File: src/rtl/core_pkg.sv
// Shared fetch/decode codes for the core pipeline.
// Selection codes, redirect codes, NOP encoding and fetch states.
package core_pkg;

  typedef enum logic [1:0] {
    SEL_PASS = 2'b00,
    SEL_NOP  = 2'b01,
    SEL_HOLD = 2'b10
  } inst_sel_e;

  typedef enum logic [1:0] {
    PC_SEQ  = 2'b00,
    PC_BR   = 2'b01,
    PC_JAL  = 2'b10,
    PC_JALR = 2'b11
  } pc_sel_e;

  typedef enum logic [1:0] {
    ST_BOOT  = 2'b00,
    ST_RUN   = 2'b01,
    ST_FLUSH = 2'b10
  } fetch_state_e;

  localparam logic [31:0] NOP_INST = 32'h0000_0013;

endpackage

File: src/rtl/pc_target.sv
// Redirect target masking and word-alignment check.
// Purely combinational; a misaligned target never redirects.
module pc_target
  import core_pkg::*;
(
  input  logic [1:0]  pc_sel,
  input  logic [31:0] target,
  output logic [31:0] eff_target,
  output logic        redirect,
  output logic        misalign
);

  logic req;

  assign req = (pc_sel != PC_SEQ);

  assign eff_target = (pc_sel == PC_JALR) ?
                      (target & ~32'h1) : target;

  assign redirect = req & ~eff_target[1];
  assign misalign = req &  eff_target[1];

endmodule

File: src/rtl/pc_mgmt.sv
// Program counter and fetch sequencing stage.
// Drives imem address and tells inst_mgmt what to do with rdata.
module pc_mgmt
  import core_pkg::*;
#(
  parameter logic [31:0] RESET_ADDR = 32'h0000_0000
) (
  input  logic        clk,
  input  logic        rst,
  input  logic        stall,
  input  logic [1:0]  pc_sel,
  input  logic [31:0] target,
  output logic [31:0] imem_addr,
  output logic [31:0] pc_if,
  output logic [1:0]  inst_sel,
  output logic        fetch_valid,
  output logic        misalign
);

  fetch_state_e state_q, state_d;
  logic [31:0]  pc_q, pc_d;
  logic [31:0]  pcif_q;
  logic [31:0]  addr;
  logic [31:0]  eff;
  logic         tgt_redir;
  logic         tgt_mis;
  inst_sel_e    sel;
  logic         mis;

  pc_target u_target (
    .pc_sel     (pc_sel),
    .target     (target),
    .eff_target (eff),
    .redirect   (tgt_redir),
    .misalign   (tgt_mis)
  );

  always_ff @(posedge clk or negedge rst) begin
    if (!rst) begin
      state_q <= ST_BOOT;
      pc_q    <= RESET_ADDR;
      pcif_q  <= RESET_ADDR;
    end else begin
      state_q <= state_d;
      pc_q    <= pc_d;
      pcif_q  <= addr;
    end
  end

  always_comb begin
    state_d = state_q;
    pc_d    = pc_q + 32'd4;
    addr    = pc_q;
    sel     = SEL_NOP;
    mis     = 1'b0;
    unique case (state_q)
      ST_BOOT: state_d = ST_RUN;
      ST_RUN: begin
        mis = tgt_mis;
        if (tgt_redir) begin
          pc_d    = eff;
          state_d = ST_FLUSH;
        end else if (stall) begin
          // re-read the word on rdata so no bubble follows
          pc_d = pc_q;
          addr = pcif_q;
          sel  = SEL_HOLD;
        end else begin
          sel = SEL_PASS;
        end
      end
      ST_FLUSH: begin
        mis = tgt_mis;
        if (tgt_redir) pc_d = eff;
        else state_d = ST_RUN;
      end
      default: state_d = ST_BOOT;
    endcase
  end

  assign imem_addr   = addr;
  assign pc_if       = pcif_q;
  assign inst_sel    = sel;
  assign fetch_valid = (sel == SEL_PASS);
  assign misalign    = mis;

endmodule
File: config.mk
export PLATFORM = sky130hd
export DESIGN_NAME = pc_mgmt
export DESIGN_NICKNAME = d
export VERILOG_FILES = /design/src/rtl/core_pkg.sv /design/src/rtl/pc_target.sv /design/src/rtl/pc_mgmt.sv
export SDC_FILE = /design/constraint.sdc
export NUM_CORES = 1
export LEC_CHECK = 0
export BUFFER_PORTS_ARGS = -buffer_cell sky130_fd_sc_hd__buf_2
export CORE_MARGIN = 4
export CORE_UTILIZATION = 45
export DETAILED_ROUTE_END_ITERATION = 8
export PLACE_DENSITY = 0.71
export SYNTH_ARGS = -nofsm -noshare
export SYNTH_HDL_FRONTEND = slang
export SYNTH_SLANG_ARGS = --single-unit
File: constraint.sdc
create_clock -name clk -period 2.2 [get_ports clk]
set_clock_uncertainty 0.15 [all_clocks]
set_input_delay 0.22 -clock clk [delete_from_list [all_inputs] [get_ports clk]]
set_output_delay 0.22 -clock clk [all_outputs]
set_load 0.05 [all_outputs]
# Yosys cells after proc, flatten, opt, wreduce, memory -nomap -nowiden
# Cells that the tools add are included.
# totals
word_cells	33
regBits	66
input_bits	37
output_inout_bits	68
# classes
reduce_logical	5
eq_ne	6
n_bitwise	3
mux	15
n_addsub	1
# op_table
cell	count
$mux W32	6
$pmux W32 S2	1
$add A32 B3 Y32 const B	1
$mux W2	5
$pmux W2 S3	1
$eq A2 B2 Y1 const B	2
$logic_not A2 Y1	2
$ne A2 B2 Y1 const B	2
$ne A3 B3 Y1 const B	1
$and A1 B1 Y1	2
$eq A2 B1 Y1 const B	1
$mux W1	2
$reduce_and A2 Y1	1
$reduce_bool A2 Y1	1
$reduce_or A2 Y1	1
$not A1 Y1	1

# Logic depth before layout (Yosys ltp)
# depth
depth_word	5
ltp_mapped	8
ltp_nobuf	7

# By module
# From an unflattened synthesis, not the netlist that was laid out.
# hier_totals
cells_unflattened	422
hier_area_um2	3493.4
# by_module_without_submodules
mod	instances	seq_area_each_um2	area_each_um2	cells_per_inst
pc_mgmt	1	1651.6	3235.6	388
pc_target	1	0.0	257.7	34

# Least setup slack after synthesis
# OpenSTA, ideal clock, no wires.
# synth_timing
kind	register -> output
from	register state_q[1]
to	output port imem_addr[24]
required_time_ns	1.830
path_stages_with_launch	9
arrival_ns	2.185
setup_slack_ns	-0.355
path_buffers	1
path_cell_list	dfrtp_1 > inv_1 > ha_1 > and2_1 > nand2_1 > inv_2 > clkbuf_1 > nand2_1 > nand2_1
# synth_via
elab_chain_cells	2
# synth_lines
item	line_no	text
start: declaration	pc_mgmt.sv:20	fetch_state_e state_q, state_d;
start signal: assignment	pc_mgmt.sv:44	state_q <= state_d;
$eq A2 B1 Y1	pc_mgmt.sv:56	unique case (state_q)
$mux W32	pc_mgmt.sv:56	
end: declaration	pc_mgmt.sv:13	output logic [31:0] imem_addr,
# Every way passes these cells.

# Worst setup path in the final report
# layout_timing
from	register state_q[1]
to	output port imem_addr[6]
# Same word-level chain as after synthesis.

==> results_tabular.tex <==
\begin{tabular}{lr}
\hline
Metric & Value \\
\hline
\multicolumn{2}{l}{\textbf{Status}} \\
Outcome & finished, violations left \\
Violated checks & negative setup slack \\
\multicolumn{2}{l}{\textbf{Routing}} \\
Met2 routed wirelength & 5810 um \\
Per-cell routed wire length & approximately 18 um \\
DRT iter0 DRCs & 300 \\
Length of the first detailed-routing pass in iterations & 5 \\
DRC violations left & 0 \\
Total Wirelength & 11700 um \\
Number of nets with antenna violations after detailed routing & 0 \\
Via density & 5.88 \\
Total met3 wirelength after detailed routing & 894 um \\
Number of vias in the routed layout & 3818 \\
Sum of routed wire segments on met1 & 4720 um \\
Top Metal Used & met4 \\
\multicolumn{2}{l}{\textbf{Place}} \\
Inst Count DP & roughly 600 \\
Detailed-placement wirelength estimate & 6870 um \\
Post-place setup slack & 0.0100 ns \\
Final weighted congestion of routability-driven global placement & 0.865 \\
Port buffer count & 104 \\
\multicolumn{2}{l}{\textbf{Synthesis}} \\
Library cells used by synthesis & 51 \\
Warning count from the yosys run & 0 \\
Net Count, Synth & approximately 440 \\
FFs w/ async S/R, synth & 1.00 \\
Post-synthesis sequential area ratio & 0.474 \\
Post-Syn Instances & 397 \\
Post-Syn Area per Cell & a little under 9 um2 \\
Main synth FF type & sky130\_fd\_sc\_hd\_\_dfrtp\_1 \\
Flops \& latches, synth & 66 \\
Synth Cell Area & 3490 um2 \\
Number of synthesized flops with an enable pin & 0 \\
Cell type with the highest aggregate area in the netlist & sky130\_fd\_sc\_hd\_\_dfrtp\_1 \\
Largest cells by area after synthesis & sky130\_fd\_sc\_hd\_\_dfrtp\_1 (47\%), sky130\_fd\_sc\_hd\_\_nand2\_1 (11\%), sky130\_fd\_sc\_hd\_\_nor3\_1 (2.6\%) \\
Portion of synthesized cell area occupied by the leading cell type & 0.474 \\
\multicolumn{2}{l}{\textbf{Setup path}} \\
Required time worst endpoint & 1.83 ns \\
Critical path, cell by cell & inv\_2 > ha\_4 > and2\_4 > nand2\_8 > clkinv\_8 > clkbuf\_16 > nand2\_2 > o21ai\_4 > buf\_6 \\
Type of origin of the critical path & flop \\
Category of cells accounting for the largest share of critical-path delay & buffers and inverters \\
Worst path bufs/invs & 4 \\
Worst endpoint data arrival time & $\sim$1.8 ns \\
Category of the critical setup timing path & flop to primary output \\
Type of element capturing the critical path & primary output \\
Slowest-stage cell, CP & sky130\_fd\_sc\_hd\_\_dfrtp\_1 \\
Worst stage delay on the critical path & $\sim$0.40 ns \\
Highest net fanout along the worst path & 6 \\
\multicolumn{2}{l}{\textbf{CTS}} \\
Root buffer selected by CTS & sky130\_fd\_sc\_hd\_\_clkbuf\_8 \\
CTS Buffer Depth & 2 \\
Source-to-sink clock delay at the later pin of the worst-skew pair & 0.35 ns \\
CTS tree & done \\
Number of buffers created by CTS & 9 \\
Sink Count & 66 \\
CTS H-Tree Depth & 3 \\
CTS clk-pin slew, worst paths & 0.08 ns \\
\multicolumn{2}{l}{\textbf{Run}} \\
Max-cap violation count & 0 \\
\multicolumn{2}{l}{\textbf{Timing}} \\
Unrepaired setup endpoints after global routing & true \\
Tightest Pin Transition & just over 0.5 ns \\
Max-slew violation count & 0 \\
Worst path setup slack after routing & -0.00705 ns \\
\# setup viols final & 1 \\
Final count of hold timing violations & 0 \\
Worst max-slew margin expressed relative to the limit & 0.655 \\
Hold Worst Slack & slightly below 0.006 ns \\
Portion of the clock cycle consumed by the worst path in the final layout & 1.00 \\
Shortest clock period the worst path allows after layout & 2.21 ns \\
Maximum clock frequency & 0.453 GHz \\
\multicolumn{2}{l}{\textbf{Floorplan}} \\
Top-level port count & 105 \\
Number of rows in the core area & 31 \\
Core region area & 7410 um2 \\
Die span in x & 96.0 um \\
Y dimension of the die & 96.0 um \\
Initial standard-cell utilization of the core & 0.471 \\
Die area & 9220 um2 \\
\multicolumn{2}{l}{\textbf{Layout}} \\
Antenna Diode Count & 0 \\
Count of non-filler cells in the finished layout & 649 \\
Proportion of layout cells with a drive suffix above 1 & 0.424 \\
Area growth from synthesis to final layout & 55.0\% \\
Nets@finish & 586 \\
Count of filler cells inserted in the layout & 522 \\
\multicolumn{2}{l}{\textbf{GRT}} \\
Initial antenna violation count & 0 \\
Overall overflow remaining after global route & 0 \\
Number of global-route vias before repair & roughly 3600 \\
Global-route usage over all layers & 0.244 \\
Wire length of the first global-routing pass & 17400 um \\
Largest net degree at the start of global routing & 67 \\
\multicolumn{2}{l}{\textbf{Hold path}} \\
Worst hold path class & primary input to flop \\
\hline
\end{tabular}
layer usage:
metal | track usage | up-vias
met1 | 0.322 | 1825
met2 | 0.399 | 198
met3 | 0.0469 | 36
met4 | 0.0865 | 0
li1 | - | 1759
met5 | 0 | -
state kept, by name, summed over array words and instances (netlist names):
| register | flops |
|---|---|
| pc_if | 32 |
| pc_q | 32 |
| state_q | 2 |
final cells by class:
type	instances	area, um2	area share
multi-input combinational	295	1930	0.357
sequential	66	1650	0.306
timing repair buffer	162	1440	0.267
clock buffer	12	155	0.0287
tap	99	124	0.0229
inverter	11	53.8	0.00995
clock inverter	4	50.0	0.00926
cells in the final DEF (no fill, tap or decap), drive strengths merged, types with 2 or more instances in the layout:
master and count:
a211o 2, a211oi 5, a21oi 10, a221oi 2, a22o 2, a22oi 12
a311oi 5, a31o 2, a31oi 3, a32oi 2, and2 6, and3 9
and4 6, buf 149, clkbuf 15, clkinv 2, clkinvlp 2, dfrtp 66
dlygate4sd3 10, ha 4, inv 10, nand2 102, nand3 13, nand4 12
nor2 15, nor3 20, nor3b 2, nor4 6, o21ai 25, o22ai 11
o2bb2ai 4, o311ai 2, or3 2
path summary, 6_finish.rpt:
kind / start / endpoint / slack, ns / cells after the start
worst max-delay path: state_q[1] / imem_addr[6] / -0.007 / 9
worst min-delay path: target[23] / pc_q[23] / 0.006 / 3
worst max register to register: state_q[1] / pc_q[19] / 0.11 / 8
worst min register to register: pc_q[0] / pc_q[0] / 0.34 / 2
max in group asynchronous: rst / pc_if[13] / 1.33 / 3
min in group asynchronous: rst / pc_if[11] / 0.27 / 3
cell families after synthesis:
family	share of synthesized area
muxes	0.00287
DFF	0.474
buffers and inverters	0.0488
AOI/OAI and AO/OA	0.187
and+or+nand+nor	0.273
adders and majority gates	0.0144
worst min-delay path, cell delays in order:
cell and delay, ns:
sky130_fd_sc_hd__buf_2 0.09, sky130_fd_sc_hd__o22ai_1 0.10, sky130_fd_sc_hd__nor3_1 0.06
through the flow:
stage | cell area [um2] | util | setup TNS (ns)
floorplan | 3500 | - | -1.25
global placement | 4220 | 0.570 | 0
detailed placement | 4220 | 0.570 | 0
CTS | 4940 | 0.666 | -0.183
global route | 5410 | 0.730 | -0.673
finish | 5410 | 0.730 | -0.00705
cells in the mapped netlist, types with 3 or more instances:
cell	n
sky130_fd_sc_hd__a31oi_1	3
sky130_fd_sc_hd__nand3_1	13
sky130_fd_sc_hd__nor3_1	18
sky130_fd_sc_hd__nor2_1	15
sky130_fd_sc_hd__nand4_1	10
sky130_fd_sc_hd__ha_1	4
sky130_fd_sc_hd__nand2_1	102
sky130_fd_sc_hd__o22ai_1	11
sky130_fd_sc_hd__o2bb2ai_1	4
sky130_fd_sc_hd__inv_1	9
sky130_fd_sc_hd__buf_2	7
sky130_fd_sc_hd__o21ai_0	15
sky130_fd_sc_hd__a311oi_1	5
sky130_fd_sc_hd__and4_1	6
sky130_fd_sc_hd__nor4_1	5
sky130_fd_sc_hd__a22oi_1	12
sky130_fd_sc_hd__a211oi_1	5
sky130_fd_sc_hd__and2_1	6
sky130_fd_sc_hd__a21oi_1	10
sky130_fd_sc_hd__dfrtp_1	66
sky130_fd_sc_hd__clkbuf_1	11
sky130_fd_sc_hd__and3_1	9
sky130_fd_sc_hd__buf_4	3
sky130_fd_sc_hd__o21ai_1	10
timing repair:
| item | in CTS | in global routing |
|---|---|---|
| setup endpoints to repair | 33 | 34 |
| pin swaps | 1 | 11 |
| hold buffers | 10 | 0 |
| hold endpoints to repair | 75 | 0 |
| gates cloned | 2 | 4 |
| buffers inserted | 9 | 15 |
| resized for setup | 81 | 84 |
Power is not shown: default switching activity piles up to over one toggle a cycle in this logic, so the estimate is an artifact.
